--- src/rtl/uart_tx_frame_if.sv ---
// Byte-stream handshake between a producer and uart_tx_frame.
// The producer drives data/valid and sees ready; the transmitter is the slave.
interface uart_tx_frame_if #(
  parameter int DATA_BITS = 8
) ();
  logic [DATA_BITS-1:0] data;
  logic                 valid;
  logic                 ready;

  modport master (output data, output valid, input ready);
  modport slave  (input data, input valid, output ready);
endinterface

--- src/rtl/uart_tx_frame.sv ---
// Parametrised UART transmitter: start bit, DATA_BITS payload (either bit
// order), optional parity, STOP_BITS stop bits, internal baud divider and a
// valid/ready handshake that allows back-to-back frames with no idle gap.
// Optional feature macro: UART_TX_PARITY_EN inserts a parity bit
// (^payload ^ PARITY_ODD) between the payload and the stop bits.
module uart_tx_frame #(
  parameter int DATA_BITS    = 8,
  parameter int STOP_BITS    = 1,
  parameter int CLKS_PER_BIT = 16,
  parameter int LSB_FIRST    = 1,
  parameter int PARITY_ODD   = 0
) (
  input  logic                 clk,
  input  logic                 nReset,
  uart_tx_frame_if.slave       bus,
  output logic                 out,
  output logic                 busy,
  output logic                 done
);

  localparam int BAUD_W = (CLKS_PER_BIT > 1) ? $clog2(CLKS_PER_BIT) : 1;
  localparam int BIT_W  = $clog2(DATA_BITS + 1);

  localparam logic [BAUD_W-1:0] BAUD_LAST = BAUD_W'(CLKS_PER_BIT - 1);
  localparam logic [BIT_W-1:0]  DATA_LAST = BIT_W'(DATA_BITS - 1);
  localparam logic [BIT_W-1:0]  STOP_LAST = BIT_W'(STOP_BITS - 1);

  // Reject illegal configurations at elaboration rather than misbehaving.
  if (DATA_BITS < 5 || DATA_BITS > 9) begin : g_bad_data_bits
    $error("uart_tx_frame: DATA_BITS must be 5..9");
  end
  if (STOP_BITS != 1 && STOP_BITS != 2) begin : g_bad_stop_bits
    $error("uart_tx_frame: STOP_BITS must be 1 or 2");
  end
  if (CLKS_PER_BIT < 1) begin : g_bad_clks
    $error("uart_tx_frame: CLKS_PER_BIT must be >= 1");
  end
  if (PARITY_ODD != 0 && PARITY_ODD != 1) begin : g_bad_parity
    $error("uart_tx_frame: PARITY_ODD must be 0 or 1");
  end

  typedef enum logic [2:0] {
    IDLE,
    START,
    DATA,
`ifdef UART_TX_PARITY_EN
    PARITY,
`endif
    STOP
  } state_t;

  state_t                 state_q, state_d;
  logic [BAUD_W-1:0]      baud_cnt_q, baud_cnt_d;
  logic [BIT_W-1:0]       bit_cnt_q, bit_cnt_d;
  logic [DATA_BITS-1:0]   shift_q, shift_d;
  logic                   out_q, out_d;
  logic                   busy_q, busy_d;
  logic                   done_q, done_d;
`ifdef UART_TX_PARITY_EN
  logic                   parity_q, parity_d;
`endif

  logic bit_end;
  logic ready;
  logic handshake;

  // ready opens in IDLE and in the very last cycle of the last stop bit so a
  // waiting word can start the next frame with no gap.
  assign bit_end   = (baud_cnt_q == BAUD_LAST);
  assign ready     = (state_q == IDLE) ||
                     ((state_q == STOP) && (bit_cnt_q == STOP_LAST) && bit_end);
  assign handshake = bus.valid && ready;

  assign bus.ready = ready;
  assign out       = out_q;
  assign busy      = busy_q;
  assign done      = done_q;

  // Next-state logic; out is derived from the next state so the line is registered.
  always_comb begin
    state_d    = state_q;
    baud_cnt_d = baud_cnt_q;
    bit_cnt_d  = bit_cnt_q;
    shift_d    = shift_q;
    busy_d     = busy_q;
    done_d     = 1'b0;
    out_d      = 1'b1;
`ifdef UART_TX_PARITY_EN
    parity_d   = parity_q;
`endif

    if (state_q != IDLE) begin
      baud_cnt_d = bit_end ? '0 : baud_cnt_q + BAUD_W'(1);
    end

    case (state_q)
      IDLE: begin
        if (handshake) begin
          state_d    = START;
          baud_cnt_d = '0;
          bit_cnt_d  = '0;
          shift_d    = bus.data;
          busy_d     = 1'b1;
`ifdef UART_TX_PARITY_EN
          parity_d   = (^bus.data) ^ 1'(PARITY_ODD);
`endif
        end
      end
      START: begin
        if (bit_end) begin
          state_d   = DATA;
          bit_cnt_d = '0;
        end
      end
      DATA: begin
        if (bit_end) begin
          if (bit_cnt_q == DATA_LAST) begin
            bit_cnt_d = '0;
`ifdef UART_TX_PARITY_EN
            state_d   = PARITY;
`else
            state_d   = STOP;
`endif
          end else begin
            bit_cnt_d = bit_cnt_q + BIT_W'(1);
            if (LSB_FIRST != 0) begin
              shift_d = {1'b0, shift_q[DATA_BITS-1:1]};
            end else begin
              shift_d = {shift_q[DATA_BITS-2:0], 1'b0};
            end
          end
        end
      end
`ifdef UART_TX_PARITY_EN
      PARITY: begin
        if (bit_end) begin
          state_d   = STOP;
          bit_cnt_d = '0;
        end
      end
`endif
      STOP: begin
        if (bit_end) begin
          if (bit_cnt_q == STOP_LAST) begin
            done_d    = 1'b1;
            bit_cnt_d = '0;
            if (handshake) begin
              state_d  = START;
              shift_d  = bus.data;
`ifdef UART_TX_PARITY_EN
              parity_d = (^bus.data) ^ 1'(PARITY_ODD);
`endif
            end else begin
              state_d = IDLE;
              busy_d  = 1'b0;
            end
          end else begin
            bit_cnt_d = bit_cnt_q + BIT_W'(1);
          end
        end
      end
      default: begin
        state_d = IDLE;
      end
    endcase

    case (state_d)
      START:   out_d = 1'b0;
      DATA:    out_d = (LSB_FIRST != 0) ? shift_d[0] : shift_d[DATA_BITS-1];
`ifdef UART_TX_PARITY_EN
      PARITY:  out_d = parity_d;
`endif
      default: out_d = 1'b1;
    endcase
  end

  // State, counters and line register; reset aborts any frame immediately.
  always_ff @(posedge clk or negedge nReset) begin
    if (!nReset) begin
      state_q    <= IDLE;
      baud_cnt_q <= '0;
      bit_cnt_q  <= '0;
      shift_q    <= '0;
      out_q      <= 1'b1;
      busy_q     <= 1'b0;
      done_q     <= 1'b0;
`ifdef UART_TX_PARITY_EN
      parity_q   <= 1'b0;
`endif
    end else begin
      state_q    <= state_d;
      baud_cnt_q <= baud_cnt_d;
      bit_cnt_q  <= bit_cnt_d;
      shift_q    <= shift_d;
      out_q      <= out_d;
      busy_q     <= busy_d;
      done_q     <= done_d;
`ifdef UART_TX_PARITY_EN
      parity_q   <= parity_d;
`endif
    end
  end

endmodule

--- src/flat_wrapper.sv ---
// flat-port wrapper written by rule: the top's interface ports become plain ports
module uart_tx_frame_flat 
#(
  parameter int DATA_BITS    = 8,
  parameter int STOP_BITS    = 1,
  parameter int CLKS_PER_BIT = 16,
  parameter int LSB_FIRST    = 1,
  parameter int PARITY_ODD   = 0
)
  (clk, nReset, out, busy, done, bus_data, bus_valid, bus_ready);
  uart_tx_frame_if #(.DATA_BITS(DATA_BITS)) bus_i ();
  input  logic clk;
  input  logic nReset;
  output logic out;
  output logic busy;
  output logic done;
  input wire logic [$bits(bus_i.data)-1:0] bus_data;
  input wire logic [$bits(bus_i.valid)-1:0] bus_valid;
  output wire logic [$bits(bus_i.ready)-1:0] bus_ready;
  assign bus_i.data = bus_data;
  assign bus_i.valid = bus_valid;
  assign bus_ready = bus_i.ready;
  uart_tx_frame #(.DATA_BITS(DATA_BITS), .STOP_BITS(STOP_BITS), .CLKS_PER_BIT(CLKS_PER_BIT), .LSB_FIRST(LSB_FIRST), .PARITY_ODD(PARITY_ODD)) u_core (.clk(clk), .nReset(nReset), .bus(bus_i), .out(out), .busy(busy), .done(done));
endmodule
--- config.mk ---
export PLATFORM = sky130hd
export DESIGN_NAME = uart_tx_frame_flat
export DESIGN_NICKNAME = d
export VERILOG_FILES = /design/src/rtl/uart_tx_frame_if.sv /design/src/rtl/uart_tx_frame.sv /design/src/flat_wrapper.sv
export SDC_FILE = /design/constraint.sdc
export NUM_CORES = 1
export LEC_CHECK = 0
export ABC_AREA = 1
export CAP_MARGIN = 25
export CELL_PAD_IN_SITES_DETAIL_PLACEMENT = 0
export CELL_PAD_IN_SITES_GLOBAL_PLACEMENT = 1
export CORE_ASPECT_RATIO = 1.2
export CORE_MARGIN = 4
export CORE_UTILIZATION = 25
export DETAILED_ROUTE_END_ITERATION = 12
export PLACE_DENSITY = 0.59
export SYNTH_ARGS = -nofsm -noshare
export SYNTH_HDL_FRONTEND = slang
export SYNTH_SLANG_ARGS = --single-unit
--- constraint.sdc ---
create_clock -name clk -period 4.8 [get_ports clk]
set_clock_uncertainty 0.1 [all_clocks]
set_input_delay 0.96 -clock clk [delete_from_list [all_inputs] [get_ports clk]]
set_output_delay 0.96 -clock clk [all_outputs]
set_load 0.005 [all_outputs]
==> flow_summary.toml, run 1 <==
[min_path]
hp-start = "u_core.busy$_DFFE_PN0P_"
whs_endpoint = "u_core.busy$_DFFE_PN0P_"
hp-class = "flip-flop to flip-flop"
whs_path_depth = 2

[sta]
whs_ps = 376
max_freq_ghz = 0.336
fin_crit_ps = 2970
slew_violations = 0
hold_viol = 0
timing.final.crit_share_pct = 62.0
rsz0062_at_grt = "false"
tns_ps = 0
setup-violations-final = 0

[route]
drt-total-wl_um = 2550
drc = 0
dr.pass1.iters = 4
detail-route-antenna-nets = 0
wl_per_cell_um = 10.9
vias = 1017
viasPerCell = 4.35
dr.first_iter.drc_count = 40

[setup_path]
worstPathCellList = "inv_1 -> ha_1 -> nand2_1 -> nor2_1 -> nand3_2 -> nand2_2 -> clkdlybuf4s50_1"
startpoint_type = "flip-flop"
r2r_end = "u_core.bit_cnt_q[0]$_DFFE_PN0P_"
cp-end-kind = "primary output"
worstSetupPathDepth = 7
cp_top_family = "buffers and inverters"
critPathBufInv = 2
cp_data_required_time_ps = 3740
max_stage_delay_ps = 510
path_max_fanout = 4
arrival_ps = 1910
reg2reg_slack_ps = 2840
reg2reg_depth = 9
timing.rr.start = "u_core.baud_cnt_q[0]$_DFF_PN0_"
cp_slowest_cell = "clkdlybuf4s50_1"
crit_type = "flip-flop to primary output"

[logic_synthesis]
synth_area_sq_um = 1190
syn_avg_cell_area_sq_um = 7.58
synth.net_count = 171
async_reset_ff_share_pct = 100
synth_ff_type = "dfrtp_1"
synth_common_cells = "nand2_1, dfrtp_1, inv_1, nand3_1, nor2_1"
synth-seq-cells = 22
yosysWarningCount = 0
synth_area_leaders = "dfrtp_1, nand2_1, nand3_1"
ys_types = 24
synth_edf_count = 0
ys_seq_area_share_pct = 46.4
post-synth-top-count-cell = "nand2_1"
synth_top_area_cell = "dfrtp_1"
syn_inst = 157
synth.top_cell.area_share_pct = 44.2

[die]
core_sq_um = 4590
start_util_pct = 25.9
die_y_um = 83.6
die_w_um = 71.0
io_pins = 15
dieArea_sq_um = 5930
core.rowCount = 27

[layout]
final.fill_count = 522
layout-drive-gt1-share_pct = 8.52
diodes = 0
fin_nets = 191
regArea_sq_um = 552
multi_input_area_sq_um = 567
area_growth_syn_to_layout_pct = 23.8

[global_route]
grt_pass1_wl_um = 4690
grt_pass1_vias = 1076
grt.total_usage_pct = 9.66
grt_max_degree = 23
gr-total-overflow = 0
antenna_found_initial = 0

[placed_design]
port_buffers = 14
dp_hpwl_um = 1970
gp_congestion = 0.788

[power_and_ir_drop]
leakagePower_nw = 0.732
vdd_ir_drop_max_mv = 0.0862
power_density_nw_per_um2 = 310

[cts]
clockBufferDepth = 2
clk_pin_slew_ps = 90
post-cts-setup-buffer-count = 0
cts_sinks = 22
clkLatencyLatePin_ps = 260
root_buffer = "clkbuf_8"
tritoncts = "yes"
numCtsBuffers = 3
htreeDepth = 1
cts_hold_buf = 0
cts_resized = 0

[job]
maxCapViolCount = 0

[status]
outcome = "complete, no violations"
through the flow:
| stage | utilization (%) | power, mW | std cells | worst slack (ps) | cell area [sq um] |
|---|---|---|---|---|---|
| floorplan | - | 0.290 | 157 | 2730 | 1190 |
| detailed placement | 30.5 | 0.325 | 229 | 2090 | 1400 |
| finish | 32.1 | 0.456 | 234 | 1830 | 1470 |
| CTS | 31.7 | 0.463 | 233 | 1780 | 1460 |
| global placement | 30.5 | 0.323 | 229 | 2130 | 1400 |
| global route | 32.1 | 0.490 | 234 | 1610 | 1470 |
power by group:
part	switching (mW)	total (mW)	internal [mW]
combinational	0.0422	0.0832	0.0410
sequential	0.0227	0.237	0.214
clock	0.0627	0.136	0.0731
logic make-up after synthesis:
family                     synth area share, %
AOI/OAI and AO/OA                         6.20
xor gates and xnor gates                  2.21
adders and majority gates                 3.15
buffers and inverters                     5.99
DFF                                       46.4
other                                    0.315
and+or+nand+nor                           35.8
worst max-delay path by stage:
stage,end,from,slack (ps)
floorplan,bus_ready,u_core.baud_cnt_q[0]$_DFF_PN0_,2730
global placement,bus_ready,u_core.bit_cnt_q[0]$_DFFE_PN0P_,2130
detailed placement,u_core.bit_cnt_q[0]$_DFFE_PN0P_,bus_valid,2090
CTS,bus_ready,u_core.bit_cnt_q[0]$_DFFE_PN0P_,1780
global route,bus_ready,u_core.bit_cnt_q[0]$_DFFE_PN0P_,1610
finish,bus_ready,u_core.bit_cnt_q[0]$_DFFE_PN0P_,1830
sequential cells by signal (all words and copies together), names as in the netlist:
| name | count |
|---|---|
| u_core.shift_q | 8 |
| u_core.baud_cnt_q | 4 |
| u_core.bit_cnt_q | 4 |
| u_core.state_q | 3 |
| u_core.busy | 1 |
| u_core.done | 1 |
| u_core.out | 1 |
final cells by class:
class / instances / area share [%]
inverter: 19 / 4.84
clock buffer: 4 / 3.74
multi-input combinational: 116 / 38.5
timing repair buffer: 15 / 10.5
sequential: 22 / 37.5
tap: 58 / 4.93
layout by cell type, fill, tap and decap left out, types with 2 or more instances in the layout:
master / count
a21oi_1: 4
clkbuf_8: 4
clkdlybuf4s50_1: 14
dfrtp_1: 21
ha_1: 3
inv_1: 18
nand2_1: 63
nand2_2: 2
nand3_1: 15
nand3_2: 2
nand4_1: 2
nor2_1: 8
o21ai_0: 5
xor2_1: 2
tightest hold or removal path, stage by stage (launching register included):
cell and delay (ps):
dfrtp_1 350, nand2_1 50, nand2_1 40
per-layer routing:
| layer | vias to the layer above | track usage (%) | part of all wire, % |
|---|---|---|---|
| met4 | 0 | 4.10 | 0.86 |
| met5 | - | 0 | 0 |
| met1 | 465 | 11.9 | 47 |
| met2 | 15 | 16.3 | 48 |
| li1 | 535 | - | - |
| met3 | 2 | 1.69 | 3.6 |
Note: power is estimated with default switching activity, not from simulation.
==> run 2: changes to the inputs <==
--- a/config.mk
+++ b/config.mk
@@ -13,7 +13,7 @@
 export CORE_MARGIN = 4
 export CORE_UTILIZATION = 25
 export DETAILED_ROUTE_END_ITERATION = 12
-export PLACE_DENSITY = 0.59
+export PLACE_DENSITY = 0.61
 export SYNTH_ARGS = -nofsm -noshare
 export SYNTH_HDL_FRONTEND = slang
 export SYNTH_SLANG_ARGS = --single-unit
==> constraint.sdc (replaced) <==
create_clock -name clk -period 2.4 [get_ports clk]
set_clock_uncertainty 0.1 [all_clocks]
set_input_delay 0.48 -clock clk [delete_from_list [all_inputs] [get_ports clk]]
set_output_delay 0.48 -clock clk [all_outputs]
set_load 0.005 [all_outputs]
==> run 2 against run 1 <==
Net effect: sequential share of layout area down 0.96 points; worst hold slack better by 6.9 ps; register-to-register slack worse by 2400 ps; cell area up 2.6%; sequential cell count unchanged; routed wire length up 1.9%; critical path type unchanged.
==> flow_summary.toml, run 2 (synthesized netlist as in run 1, its figures left out) <==
[status]
outcome = "complete, no violations"

[route]
drc = 0
viasPerCell = 4.43
vias = 1064
drt-total-wl_um = 2600
detail-route-antenna-nets = 0
dr.pass1.iters = 4
dr.first_iter.drc_count = 24
wl_per_cell_um = 10.8

[min_path]
whs_path_depth = 2
hp-class = "flip-flop to flip-flop"
whs_endpoint = "u_core.shift_q[0]$_DFF_PN0_"
hp-start = "u_core.shift_q[0]$_DFF_PN0_"

[sta]
fin_crit_ps = 2120
hold_viol = 0
slew_violations = 0
rsz0062_at_grt = "false"
tns_ps = 0
timing.final.crit_share_pct = 88.3
setup-violations-final = 0
max_freq_ghz = 0.472

[die]
core_sq_um = 4590
die_y_um = 83.6
core.rowCount = 27
io_pins = 15
die_w_um = 71.0
dieArea_sq_um = 5930
start_util_pct = 25.9

[layout]
largest_register = "u_core.shift_q"
final.fill_count = 524
largest_reg_flops = 8
layout_commonest_cell = "nand2_1"
area_growth_syn_to_layout_pct = 27.0
biggestRegsByFlops = "u_core.shift_q: 8 flops, u_core.baud_cnt_q: 4 flops, u_core.bit_cnt_q: 4 flops"
fin_nets = 197
fin_util_pct = 32.9
final_cell_mix = "nand2_1, dfrtp_1, inv_1"
diodes = 0
multi_input_area_sq_um = 569
regArea_sq_um = 552
layout-drive-gt1-share_pct = 12.1

[global_route]
grt_max_degree = 23
gr-total-overflow = 0
grt_pass1_wl_um = 4890
antenna_found_initial = 0
grt_pass1_vias = 1141
grt.total_usage_pct = 10.1

[power_and_ir_drop]
switchingPower_mw = 0.257
internal-power_mw = 0.660
finalPower_mw = 0.917
seq_power_share_pct = 51.9
sw_frac_of_total_pct = 28.0
power_density_nw_per_um2 = 607
combinationalPowerShare_pct = 18.7
vdd_ir_drop_max_mv = 0.207
leakagePower_nw = 0.762
pwr-share-clk_pct = 29.3

[cts]
cts_hold_buf = 0
numCtsBuffers = 3
clk_pin_slew_ps = 80
clockBufferDepth = 2
cts_sinks = 22
root_buffer = "clkbuf_8"
tritoncts = "yes"
htreeDepth = 1
clkLatencyLatePin_ps = 270

[placed_design]
gp_congestion = 0.736
port_buffers = 14
dp_hpwl_um = 2030

[setup_path]
reg2reg_slack_ps = 450
startpoint_type = "flip-flop"
timing.rr.start = "u_core.baud_cnt_q[0]$_DFF_PN0_"
path_max_fanout = 2
cp_data_required_time_ps = 1820
arrival_ps = 1540
crit_type = "flip-flop to primary output"
cp-end-kind = "primary output"
reg2reg_depth = 10
r2r_end = "u_core.bit_cnt_q[1]$_DFFE_PN0P_"

[job]
maxCapViolCount = 0
## run 2: cell types whose count changed in the layout (fill, tap and decap cells not counted)
cell and delta:
buf_4 +7, buf_8 -1, clkdlybuf4s50_1 -1, dlygate4sd2_1 +1
nor2_1 -1, nor2_2 +1
## run 2: how the worst max path moves through the flow
stage                                     from                               to  cells after the start
2_1_floorplan   u_core.baud_cnt_q[0]$_DFF_PN0_  u_core.bit_cnt_q[0]$_DFFE_PN0P_                      9
3_3_place_gp                         bus_valid  u_core.bit_cnt_q[1]$_DFFE_PN0P_                      9
3_5_place_dp   u_core.bit_cnt_q[0]$_DFFE_PN0P_                        bus_ready                      7
4_1_cts        u_core.bit_cnt_q[0]$_DFFE_PN0P_                        bus_ready                      7
5_1_grt        u_core.bit_cnt_q[0]$_DFFE_PN0P_                        bus_ready                      7
6_report       u_core.bit_cnt_q[0]$_DFFE_PN0P_                        bus_ready                      7
## run 2: power groups by stage
stage | clock network [mW] | logic (mW) | registers [mW]
after global routing | 0.303 | 0.202 | 0.484
after detailed placement | 0 | 0.174 | 0.482
after CTS | 0.287 | 0.176 | 0.476
final | 0.269 | 0.172 | 0.476
after global placement | 0 | 0.168 | 0.481
after floorplan | 0 | 0.107 | 0.473
## run 2: stage by stage
step,setup slack (ps),hold slack [ps],instances,instance area [sq um]
final,281,383,240,1510
after detailed placement,202,366,232,1430
after floorplan,785,84.4,157,1190
after CTS,256,386,240,1510
after global placement,214,360,232,1430
after global routing,154,420,240,1510
## run 2: area by class of cell
type,count,share of cell area (%)
multi-input combinational,116,37.7
sequential,22,36.5
tap,58,4.80
timing repair buffer,21,12.7
inverter,19,4.72
clock buffer,4,3.64
## run 2: what timing repair did
action                     in CTS  in global routing
setup buffers                   4                  0
hold endpoints to repair        0                  0
resized for setup               2                  0
setup endpoints to repair       1                  0
## run 2: critical path, cell delays in order (launching register included)
cell           delay [ps]
dfrtp_1               390
inv_1                  80
ha_1                  160
nand2_1                70
nor2_2                140
nand3_2               120
nand2_2                90
dlygate4sd2_1         230
## run 2: layer usage
metal	GRT usage, %	share of wire [%]
met1	11.8	45
met2	17.6	50
met3	2.29	3.9
met4	3.93	1.5
met5	0	0
